<file path="src/rtl/mriscv_pkg.sv">
// Shared constants and types for the mriscv core pipeline stages.
package mriscv_pkg;

    localparam logic [31:0] NOP              = 32'h0000_0013;  // addi x0,x0,0
    localparam logic [31:0] DEFAULT_RESET_PC = 32'h0000_0000;

    typedef enum logic [1:0] {
        FETCH_RESET_WAIT = 2'd0,
        FETCH_REQ        = 2'd1,
        FETCH_HOLD       = 2'd2,
        FETCH_HALT       = 2'd3
    } fetch_state_e;

    function automatic logic is_word_aligned(input logic [31:0] addr);
        return addr[1:0] == 2'b00;
    endfunction

endpackage

</file>
<file path="src/rtl/instr_fetch.sv">
// Instruction fetch stage: PC, memory req/ack, valid/ready to decode, redirect
// handling with wrong-path squash of an in-flight request.
module instr_fetch
    import mriscv_pkg::*;
#(
    parameter logic [31:0] RESET_PC = DEFAULT_RESET_PC
) (
    input  logic        clk,
    input  logic        reset,
    output logic        mem_req,
    output logic [31:0] mem_addr,
    input  logic        mem_ack,
    input  logic [31:0] mem_rdata,
    output logic [31:0] instr,
    output logic [31:0] instr_pc,
    output logic        instr_valid,
    input  logic        instr_ready,
    input  logic        redirect,
    input  logic [31:0] redirect_pc,
    output logic        fault
);

    fetch_state_e state_q, state_d;
    logic [31:0]  pc_q, pc_d;
    logic         kill_q, kill_d;
    logic [31:0]  kill_pc_q, kill_pc_d;
    logic [31:0]  instr_q, instr_d;
    logic [31:0]  instr_pc_q, instr_pc_d;
    logic         mem_req_q, mem_req_d;
    logic         valid_q, valid_d;
    logic         fault_q, fault_d;

    logic redir_ok, redir_bad;

    assign redir_ok  = redirect &  is_word_aligned(redirect_pc);
    assign redir_bad = redirect & ~is_word_aligned(redirect_pc);

    always_comb begin
        state_d    = state_q;
        pc_d       = pc_q;
        kill_d     = kill_q;
        kill_pc_d  = kill_pc_q;
        instr_d    = instr_q;
        instr_pc_d = instr_pc_q;
        mem_req_d  = mem_req_q;
        valid_d    = valid_q;
        fault_d    = fault_q;

        case (state_q)
            FETCH_RESET_WAIT: begin
                state_d   = FETCH_REQ;
                pc_d      = RESET_PC;
                mem_req_d = 1'b1;
            end

            FETCH_REQ: begin
                if (redir_bad) begin
                    state_d   = FETCH_HALT;
                    fault_d   = 1'b1;
                    kill_d    = 1'b0;
                    mem_req_d = 1'b0;
                end else if (redir_ok && mem_ack) begin
                    // Returning word is wrong-path; restart at the target directly.
                    pc_d   = redirect_pc;
                    kill_d = 1'b0;
                end else if (redir_ok) begin
                    // Request stays on the bus until acked; remember to drop its data.
                    kill_d    = 1'b1;
                    kill_pc_d = redirect_pc;
                end else if (mem_ack && kill_q) begin
                    pc_d   = kill_pc_q;
                    kill_d = 1'b0;
                end else if (mem_ack) begin
                    state_d    = FETCH_HOLD;
                    instr_d    = mem_rdata;
                    instr_pc_d = pc_q;
                    pc_d       = pc_q + 32'd4;
                    mem_req_d  = 1'b0;
                    valid_d    = 1'b1;
                end
            end

            FETCH_HOLD: begin
                if (redir_bad) begin
                    state_d = FETCH_HALT;
                    fault_d = 1'b1;
                    valid_d = 1'b0;
                    instr_d = NOP;
                end else if (redir_ok || instr_ready) begin
                    state_d   = FETCH_REQ;
                    valid_d   = 1'b0;
                    instr_d   = NOP;
                    mem_req_d = 1'b1;
                    if (redir_ok) pc_d = redirect_pc;
                end
            end

            FETCH_HALT: begin
                mem_req_d = 1'b0;
                valid_d   = 1'b0;
            end

            default: begin
                state_d = FETCH_RESET_WAIT;
            end
        endcase
    end

    always_ff @(posedge clk or negedge reset) begin
        if (!reset) begin
            state_q    <= FETCH_RESET_WAIT;
            pc_q       <= RESET_PC;
            kill_q     <= 1'b0;
            kill_pc_q  <= 32'd0;
            instr_q    <= NOP;
            instr_pc_q <= 32'd0;
            mem_req_q  <= 1'b0;
            valid_q    <= 1'b0;
            fault_q    <= 1'b0;
        end else begin
            state_q    <= state_d;
            pc_q       <= pc_d;
            kill_q     <= kill_d;
            kill_pc_q  <= kill_pc_d;
            instr_q    <= instr_d;
            instr_pc_q <= instr_pc_d;
            mem_req_q  <= mem_req_d;
            valid_q    <= valid_d;
            fault_q    <= fault_d;
        end
    end

    assign mem_req     = mem_req_q;
    assign mem_addr    = pc_q;
    assign instr       = instr_q;
    assign instr_pc    = instr_pc_q;
    assign instr_valid = valid_q;
    assign fault       = fault_q;

endmodule

</file>
<file path="config.mk">
export PLATFORM = sky130hd
export DESIGN_NAME = instr_fetch
export DESIGN_NICKNAME = d
export VERILOG_FILES = /design/src/rtl/mriscv_pkg.sv /design/src/rtl/instr_fetch.sv
export SDC_FILE = /design/constraint.sdc
export NUM_CORES = 1
export LEC_CHECK = 0
export ABC_AREA = 1
export BUFFER_PORTS_ARGS = -buffer_cell sky130_fd_sc_hd__buf_4
export CORE_ASPECT_RATIO = 1.2
export CORE_MARGIN = 1.5
export CORE_UTILIZATION = 50
export DETAILED_ROUTE_END_ITERATION = 16
export GPL_TIMING_DRIVEN = 0
export MAX_ROUTING_LAYER = met4
export PLACE_DENSITY = 0.74
export SETUP_SLACK_MARGIN = 0.05
export SYNTH_ARGS = -nofsm -noshare
export SYNTH_HDL_FRONTEND = slang
export SYNTH_SLANG_ARGS = --single-unit
</file>
<file path="constraint.sdc">
create_clock -name clk -period 4.7 [get_ports clk]
set_clock_uncertainty 0.05 [all_clocks]
set_input_delay 0.47 -clock clk [delete_from_list [all_inputs] [get_ports clk]]
set_output_delay 0.47 -clock clk [all_outputs]
set_load 0.1 [all_outputs]
</file>
==> results.sh, run 1 <==
export IMPL_hold_viol=0
export IMPL_root_buffer="clkbuf_16"
export IMPL_viasPerCell=5.102
export IMPL_r2r_setup_slack_ns=2.35
export IMPL_synthFlopType="dfrtp_1"
export IMPL_wl_met1_um=8924
export IMPL_ys_types=40
export IMPL_setup_tns_ns=0
export IMPL_clock_path_buffers=2
export IMPL_grt_setup_unrepaired="false"
export IMPL_min_period_over_period=0.5004
export IMPL_port_buffers=167
export IMPL_place_congestion=0.9177
export IMPL_syn_area_um2=7365
export IMPL_tightest_slew_ns=0.6584
export IMPL_area_growth_pct=28.59
export IMPL_grt_max_degree=99
export IMPL_die_h_um=135.9
export IMPL_start_kind="register"
export IMPL_die_area_um2=15470
export IMPL_synth_top_area_share=0.4451
export IMPL_drt_wirelength_per_cell_um=15.42
export IMPL_synth_most_common_cell="nand2_1"
export IMPL_antenna_found_initial=0
export IMPL_synth_area_top_cells="dfrtp_1, nand2_1, inv_1"
export IMPL_yosysWarnings=0
export IMPL_seq_area_frac_synth=0.4558
export IMPL_cap_violations=0
export IMPL_netlist_instances=1000
export IMPL_slew_headroom=0.5587
export IMPL_layout_min_cycle_time_ns=2.352
export IMPL_met2WireLength_um=10200
export IMPL_synth_edff_count=0
export IMPL_cts_tree="done"
export IMPL_insertedDiodeCount=0
export IMPL_post_cts_buffers=0
export IMPL_worstSkewPairLatency_ns=0.43
export IMPL_grt_pass1_vias=6757
export IMPL_drc=0
export IMPL_grt_overflow_total=0
export IMPL_synth_nets=1074
export IMPL_rows=48
export IMPL_cts_buffers=17
export IMPL_drt_initial_drc_count=422
export IMPL_nets=1262
export IMPL_criticalPathCategory="register to register"
export IMPL_setup_violations=0
export IMPL_top_layer="met4"
export IMPL_fmax_ghz=0.4252
export IMPL_drt_first_pass_iters=4
export IMPL_worstPathRequired_ns=4.95
export IMPL_core_um2=14410
export IMPL_vias=7020
export IMPL_status="complete, no violations"
export IMPL_synth_commonest_cells="nand2_1, dfrtp_1, inv_1, nor2_1, nand3_1"
export IMPL_initial_core_util=0.5109
export IMPL_critPathCaptureType="register"
export IMPL_ctsResizeCount=0
export IMPL_track_usage=0.2955
export IMPL_wl_um=21220
export IMPL_die_w_um=113.8
export IMPL_avgSynthCellArea_um2=7.365
export IMPL_ios=168
export IMPL_arrival_ns=2.61
export IMPL_maxSlewViolCount=0
export IMPL_hold_path_class="primary input to register"
export IMPL_numClockSinks=134
export IMPL_dp_hpwl_um=16310
export IMPL_path_clk_slew_ns=0.06
export IMPL_yosysTopAreaCell="dfrtp_1"
export IMPL_drive_above_1_share=0.2373
export IMPL_ys_ff_latch=134
export IMPL_htree_num_levels=4
export IMPL_wl_met3_um=1284
export IMPL_async_flop_share=1.000
export IMPL_ant_nets=0
export IMPL_critPathMaxFanout=10
export IMPL_grt_first_pass_wirelength_um=34280
[worst paths after layout]
check | start | endpoint | cells past startpoint
min in group asynchronous | reset | instr_pc[3]$_DFFE_PN0P_ | 2
max in group asynchronous | reset | instr[1]$_DFFE_PN1P_ | 3
setup reg to reg | state_q[1]$_DFFE_PN0P_ | instr_pc[16]$_DFFE_PN0P_ | 7
hold reg to reg | kill_pc_q[25]$_DFFE_PN0P_ | kill_pc_q[25]$_DFFE_PN0P_ | 2
hold / removal | redirect_pc[8] | kill_pc_q[8]$_DFFE_PN0P_ | 3
setup / recovery | state_q[1]$_DFFE_PN0P_ | instr_pc[16]$_DFFE_PN0P_ | 7
[cell usage in the layout, fill, tap and decap left out, types with 2 or more instances in the layout]
cell	netlist	layout
nand2_1	356	356
buf_4	3	169
dfrtp_1	131	131
inv_1	119	119
nor2_1	92	92
nand3_1	69	69
o21ai_0	50	50
a21oi_1	32	32
o21ai_2	28	28
clkbuf_16	0	17
clkbuf_1	16	16
buf_2	13	13
mux2_2	12	12
o21bai_1	10	10
buf_6	8	9
clkinvlp_4	0	7
inv_2	5	5
ha_1	5	5
nor2_2	4	4
o21ai_1	4	4
o22ai_1	4	4
xor2_1	4	4
buf_1	3	3
nand4_1	3	3
dfstp_2	3	3
nand2_2	2	2
clkinv_2	1	2
clkinv_1	2	2
nand3_2	2	2
a32oi_1	2	2
nor3_1	2	2
o31ai_1	2	2
o2111ai_1	2	2
o211ai_1	2	2
a22oi_1	2	2
inv_6	0	2
clkinv_4	0	2
bufinv_16	0	2
[logic make-up (layout without fill, tap and decap cells)]
logic type | Yosys count | count (layout) | synth area share
XOR/XNOR | 4 | 4 | 0.004757
flip-flops | 134 | 134 | 0.4558
adder cells (fa/ha/maj) | 5 | 5 | 0.008495
buffers and inverters | 170 | 371 | 0.09871
AO/OA/AOI/OAI | 141 | 141 | 0.1222
multiplexers | 12 | 12 | 0.01835
AND/OR/NAND/NOR | 534 | 534 | 0.2917
[per-stage QoR]
stage	std cells	utilization	hold WS, ns	setup WS (ns)	instance area, µm²
2_1_floorplan	1000	-	0.1244	2.284	7365
3_3_place_gp	1342	0.6131	0.4046	2.399	8837
3_5_place_dp	1343	0.6153	0.3375	2.375	8869
4_1_cts	1376	0.6570	0.2002	2.360	9470
5_1_grt	1376	0.6570	0.2164	2.194	9470
6_report	1376	0.6570	0.2093	2.348	9470
[worst max-delay path, stage by stage (launching register included)]
cell and delay, ns:
dfrtp_1 0.40, inv_1 0.08, ha_1 0.15, buf_6 0.14, nand2_1 0.14, nor3_2 0.53, buf_2 0.37, mux2_2 0.37
[sequential cells by signal, summed over array words and instances (netlist names), 2 cells and up]
signal / cells
mem_addr: 32
kill_pc_q: 32
instr: 32
instr_pc: 32
state_q: 2
[cell type report]
class                   count  area, µm²
multi-input cells         696       3281
plain buffers              43      249.0
well taps                 175      219.0
inverters                 127      478.0
clock buffers              18      439.2
fillers                  1299       4943
repair buffers            169       1295
flip-flops and latches    134       3357
clock inverters            14      152.6
[per-layer routing]
metal  vias to the layer above  GRT usage
li1                       3516          -
met1                      3185     0.3592
met2                       268     0.4789
met3                        51    0.05350
met4                         0     0.1389
met5                         -          -
[repair_timing]
item,CTS,global route
hold buffers,1,0
endpoints found under the setup margin,0,0
endpoints found under the hold margin,36,0
Power of run 1 is not shown: default switching activity piles up to over one toggle a cycle in this logic, so the estimate is an artifact.
==> run 2, diff against run 1 <==
--- a/config.mk
+++ b/config.mk
@@ -9,11 +9,11 @@
 export BUFFER_PORTS_ARGS = -buffer_cell sky130_fd_sc_hd__buf_4
 export CORE_ASPECT_RATIO = 1.2
 export CORE_MARGIN = 1.5
-export CORE_UTILIZATION = 50
+export CORE_UTILIZATION = 49
 export DETAILED_ROUTE_END_ITERATION = 16
 export GPL_TIMING_DRIVEN = 0
 export MAX_ROUTING_LAYER = met4
-export PLACE_DENSITY = 0.74
+export PLACE_DENSITY = 0.75
 export SETUP_SLACK_MARGIN = 0.05
 export SYNTH_ARGS = -nofsm -noshare
 export SYNTH_HDL_FRONTEND = slang
==> constraint.sdc (replaced) <==
create_clock -name clk -period 2.1 [get_ports clk]
set_clock_uncertainty 0.05 [all_clocks]
set_input_delay 0.21 -clock clk [delete_from_list [all_inputs] [get_ports clk]]
set_output_delay 0.21 -clock clk [all_outputs]
set_load 0.1 [all_outputs]
==> run 2 against run 1 <==
Worst setup slack got worse by 2.3 ns. Global-route usage rose by 1.8 points. Critical path depth rose by 2. Worst hold slack got worse by 0.21 ns. Critical path type unchanged. Largest cell class unchanged. Highest routed layer unchanged.
==> results.sh, run 2 (same netlist as run 1, synthesis figures left out) <==
export IMPL_status="complete, no violations"
export IMPL_die_h_um=137.3
export IMPL_criticalPathCategory="register to register"
export IMPL_final_common_cell="nand2_1"
export IMPL_cp_slowest_cell="a221oi_4"
export IMPL_nets=1327
export IMPL_place_congestion=0.9286
export IMPL_slew_headroom=0.5037
export IMPL_dpl_worst_slack_ns=-0.2128
export IMPL_setup_violations=0
export IMPL_viasPerCell=5.070
export IMPL_max_stage_delay_ns=0.43
export IMPL_grt_setup_unrepaired="true"
export IMPL_path_clk_slew_ns=0.06
export IMPL_cpMostUsedCell="buf_6"
export IMPL_grt_pass1_vias=7182
export IMPL_drt_wirelength_per_cell_um=16.04
export IMPL_grt_first_pass_wirelength_um=36470
export IMPL_ios=168
export IMPL_min_period_over_period=0.9736
export IMPL_hold_viol=0
export IMPL_antenna_found_initial=0
export IMPL_ant_nets=0
export IMPL_setup_tns_ns=0
export IMPL_core_um2=14530
export IMPL_drc=0
export IMPL_wl_um=23510
export IMPL_drt_initial_drc_count=443
export IMPL_start_kind="register"
export IMPL_root_buffer="clkbuf_16"
export IMPL_initial_core_util=0.5067
export IMPL_layout_common_cells="nand2_1, buf_4, inv_1, dfrtp_1, nor2_1"
export IMPL_die_w_um=114.9
export IMPL_grt_overflow_total=0
export IMPL_cp_num_buf_inv=4
export IMPL_place_area_um2=8930
export IMPL_hold_path_class="primary input to register"
export IMPL_drt_first_pass_iters=5
export IMPL_die_area_um2=15780
export IMPL_finalWorstSetupSlack_ns=0.05549
export IMPL_fmax_ghz=0.4891
export IMPL_critPathCaptureType="register"
export IMPL_rows=48
export IMPL_fin_cells=1466
export IMPL_dpl_cell_count=1368
export IMPL_clock_path_buffers=2
export IMPL_vias=7433
export IMPL_cap_violations=0
export IMPL_insertedDiodeCount=0
export IMPL_area_growth_pct=39.81
export IMPL_crit_family="buffers and inverters"
export IMPL_layout_min_cycle_time_ns=2.045
export IMPL_cts_buffers=17
export IMPL_grt_max_degree=78
export IMPL_critPathMaxFanout=10
export IMPL_fin_area_um2=10300
export IMPL_numClockSinks=134
export IMPL_worstPathRequired_ns=2.40
export IMPL_port_buffers=167
export IMPL_crit_path_cell_trace="inv_1 -> ha_2 -> buf_6 -> nand2_1 -> a221oi_4 -> buf_12 -> buf_6 -> nand3_1 -> o21ai_2"
export IMPL_drive_above_1_share=0.2686
export IMPL_arrival_ns=2.35
export IMPL_dp_hpwl_um=16440
export IMPL_track_usage=0.3135
export IMPL_htree_num_levels=4
export IMPL_worstSkewPairLatency_ns=0.42
export IMPL_maxSlewViolCount=0
export IMPL_cts_tree="done"
export IMPL_tightest_slew_ns=0.7445
run 2: per-layer routing:
metal | track usage | vias up | wire, µm
met5 | - | - | 0
li1 | - | 3641 | -
met3 | 0.04883 | 51 | 1169
met2 | 0.5291 | 296 | 11820
met4 | 0.1379 | 0 | 767
met1 | 0.3721 | 3445 | 9760
run 2: what timing repair did:
action                     4_1_cts  5_1_grt
gates resized for setup         12       37
hold buffers                    50        1
setup buffers                    7        7
pin swaps                        2        3
cloned                           0        2
setup endpoints to repair      110      127
hold endpoints to repair       123        1
run 2: per-stage QoR:
| step | hold WS (ns) | utilization |
|---|---|---|
| finish | 0.002312 | 0.7084 |
| global route | 0.005948 | 0.7084 |
| CTS | 0.007390 | 0.6939 |
| detailed placement | 0.2443 | 0.6144 |
| global placement | 0.3798 | 0.6123 |
| floorplan | -0.1356 | - |
run 2: worst paths after layout:
check	from	to	slack, ns	cells after the start
hold reg to reg	kill_pc_q[25]$_DFFE_PN0P_	kill_pc_q[25]$_DFFE_PN0P_	0.42	2
setup / recovery	state_q[1]$_DFFE_PN0P_	instr[27]$_DFFE_PN0P_	0.06	9
max in group asynchronous	reset	instr[1]$_DFFE_PN1P_	0.87	3
setup reg to reg	state_q[1]$_DFFE_PN0P_	instr[27]$_DFFE_PN0P_	0.06	9
min in group asynchronous	reset	fault$_DFFE_PN0P_	0.35	2
hold / removal	redirect_pc[17]	kill_pc_q[17]$_DFFE_PN0P_	0.002	3
run 2: worst register-to-register path, stage by stage (launching register included):
cell and delay (ns):
dfrtp_1 0.38, inv_1 0.08, ha_2 0.17, buf_6 0.14, nand2_1 0.18, a221oi_4 0.44, buf_12 0.19, buf_6 0.14
nand3_1 0.11, o21ai_2 0.09
run 2: layout make-up:
cell class | instances | area (µm²)
clock buffer | 20 | 446.7
clock inverter | 12 | 106.4
tap | 200 | 250.2
timing repair buffer | 235 | 1976
inverter | 127 | 479.2
sequential | 134 | 3387
multi-input combinational | 696 | 3369
buffer | 42 | 281.5
fill | 1207 | 4238
Power of run 2 is left out for the same reason.
==> run 3, diff against run 2 <==
--- a/config.mk
+++ b/config.mk
@@ -9,11 +9,11 @@
 export BUFFER_PORTS_ARGS = -buffer_cell sky130_fd_sc_hd__buf_4
 export CORE_ASPECT_RATIO = 1.2
 export CORE_MARGIN = 1.5
-export CORE_UTILIZATION = 49
+export CORE_UTILIZATION = 50
 export DETAILED_ROUTE_END_ITERATION = 16
 export GPL_TIMING_DRIVEN = 0
 export MAX_ROUTING_LAYER = met4
-export PLACE_DENSITY = 0.75
+export PLACE_DENSITY = 0.74
 export SETUP_SLACK_MARGIN = 0.05
 export SYNTH_ARGS = -nofsm -noshare
 export SYNTH_HDL_FRONTEND = slang
==> constraint.sdc (replaced) <==
create_clock -name clk -period 2.34 [get_ports clk]
set_clock_uncertainty 0.05 [all_clocks]
set_input_delay 0.234 -clock clk [delete_from_list [all_inputs] [get_ports clk]]
set_output_delay 0.234 -clock clk [all_outputs]
set_load 0.1 [all_outputs]
==> run 3 against run 2 <==
Worst hold slack worse by 0.0027 ns. First-iteration DRC count up 11%. Register-to-register slack improved by 0.13 ns. Highest routed layer unchanged. Maximum frequency fell by 5.2%. The flow now finishes with violations (hold timing). Via count decreased by 2.6%. Die area decreased by 2.0%. Worst setup slack gained 0.13 ns.
==> results.sh, run 3 (same netlist as run 1, synthesis figures left out) <==
export IMPL_status="complete, but fails checks"
export IMPL_violations="hold timing"
export IMPL_n_fill_cell=1219
export IMPL_vias=7242
export IMPL_drt_initial_drc_count=493
export IMPL_cp_num_buf_inv=3
export IMPL_grt_max_degree=78
export IMPL_layout_common_cells="nand2_1, buf_4, dfrtp_1, inv_1, nor2_1"
export IMPL_hold_slack_ns=-0.0003683
export IMPL_critPathMaxFanout=10
export IMPL_worstSkewPairLatency_ns=0.43
export IMPL_fmax_ghz=0.4638
export IMPL_drc=0
export IMPL_wl_um=22040
export IMPL_tightest_slew_ns=0.6548
export IMPL_ios=168
export IMPL_setup_violations=0
export IMPL_drt_first_pass_iters=5
export IMPL_cts_buffers=17
export IMPL_grt_first_pass_wirelength_um=35250
export IMPL_place_congestion=0.9158
export IMPL_clock_path_buffers=2
export IMPL_groute_layer_met1_usage=0.3606
export IMPL_rows=48
export IMPL_initial_core_util=0.5109
export IMPL_start_kind="register"
export IMPL_die_w_um=113.8
export IMPL_arrival_ns=2.41
export IMPL_r2r_cells=7
export IMPL_grt_pass1_vias=7088
export IMPL_place_area_um2=8872
export IMPL_core_um2=14410
export IMPL_setup_tns_ns=0
export IMPL_path_clk_slew_ns=0.06
export IMPL_cp_slowest_cell="dfrtp_1"
export IMPL_drive_above_1_share=0.2374
export IMPL_r2r_setup_slack_ns=0.18
export IMPL_slew_headroom=0.5635
export IMPL_crit_family="buffers and inverters"
export IMPL_worstPathRequired_ns=2.60
export IMPL_grtUsageMet3=0.05038
export IMPL_fin_area_um2=9922
export IMPL_hold_depth=3
export IMPL_layout_min_cycle_time_ns=2.156
export IMPL_max_stage_delay_ns=0.40
export IMPL_critPathCaptureType="register"
export IMPL_maxSlewViolCount=0
export IMPL_timing_rr_end="instr_pc[19]$_DFFE_PN0P_"
export IMPL_hold_viol=1
export IMPL_use_met2=0.5231
export IMPL_htree_num_levels=4
export IMPL_final_common_cell="nand2_1"
export IMPL_grt_overflow_total=0
export IMPL_area_growth_pct=34.73
export IMPL_grt_setup_unrepaired="false"
export IMPL_numClockSinks=134
export IMPL_cap_violations=0
export IMPL_drt_wirelength_per_cell_um=15.64
export IMPL_insertedDiodeCount=0
export IMPL_r2r_start="state_q[1]$_DFFE_PN0P_"
export IMPL_antenna_found_initial=0
export IMPL_min_period_over_period=0.9215
export IMPL_nets=1295
export IMPL_viasPerCell=5.140
export IMPL_dp_hpwl_um=16160
export IMPL_holdPathEnd="instr[26]$_DFFE_PN0P_"
export IMPL_die_area_um2=15470
export IMPL_port_buffers=167
export IMPL_ant_nets=0
export IMPL_criticalPathCategory="register to register"
export IMPL_die_h_um=135.9
export IMPL_cts_tree="done"
export IMPL_grt_busiest_layer="met2"
export IMPL_crit_path_cell_trace="inv_1 -> ha_1 -> buf_6 -> nand2_1 -> nor3_4 -> buf_2 -> mux2_2"
export IMPL_hold_path_class="primary input to register"
export IMPL_track_usage=0.3043
export IMPL_hold_path_startpoint="mem_rdata[26]"
export IMPL_root_buffer="clkbuf_16"
[run 3: cell types whose count changed in the layout (fill, tap and decap cells not counted), moves of 7 or more]
cell           delta
dlygate4sd3_1    -18
buf_4            -15
dfrtp_1          +15
nor2_1            +7
dfrtp_2          -12
[run 3: area by class of cell]
| cell class | count | area, µm² | area share |
|---|---|---|---|
| inverters | 127 | 478.0 | 0.04817 |
| clock inverters | 15 | 249.0 | 0.02509 |
| plain buffers | 43 | 252.7 | 0.02547 |
| clock buffers | 17 | 425.4 | 0.04288 |
| well taps | 175 | 219.0 | 0.02207 |
| multi-input cells | 696 | 3302 | 0.3328 |
| flip-flops and latches | 134 | 3361 | 0.3387 |
| repair buffers | 202 | 1635 | 0.1648 |
[run 3: per-stage QoR]
step	util	std cells	hold WS, ns	worst slack [ns]
2_1_floorplan	-	1000	-0.1116	0.06320
6_report	0.6884	1409	-0.0003683	0.1838
5_1_grt	0.6884	1409	0.004990	0.04950
4_1_cts	0.6860	1408	0.0005309	0.1415
3_3_place_gp	0.6134	1342	0.4024	0.04583
3_5_place_dp	0.6155	1343	0.1922	0.02083
[run 3: what timing repair did]
action,CTS,global route
setup buffers,0,1
hold endpoints to repair,86,0
endpoints found under the setup margin,10,19
hold buffers,33,0
gates resized for setup,2,8
[run 3: how the worst max path moves through the flow]
stage	cells after the start	endpoint	from	slack, ns
6_report	7	instr_pc[19]$_DFFE_PN0P_	state_q[1]$_DFFE_PN0P_	0.18
5_1_grt	7	instr_pc[19]$_DFFE_PN0P_	state_q[1]$_DFFE_PN0P_	0.05
4_1_cts	12	kill_pc_q[20]$_DFFE_PN0P_	state_q[1]$_DFFE_PN0P_	0.14
3_5_place_dp	7	instr_pc[19]$_DFFE_PN0P_	state_q[1]$_DFFE_PN0P_	0.02
3_3_place_gp	7	instr_pc[17]$_DFFE_PN0P_	state_q[1]$_DFFE_PN0P_	0.05
2_1_floorplan	11	mem_addr[18]$_DFFE_PN0P_	mem_addr[5]$_DFFE_PN0P_	0.06
[run 3: layer usage]
layer | up-vias | wire length (µm)
li1 | 3578 | -
met1 | 3347 | 9335
met4 | 0 | 569
met5 | - | 0
met3 | 41 | 1149
met2 | 276 | 10980
[run 3: tightest hold or removal path: stages]
cell	delay, ns
buf_4	0.07
nand3_1	0.08
o21ai_2	0.06
Power of run 3 is left out for the same reason.
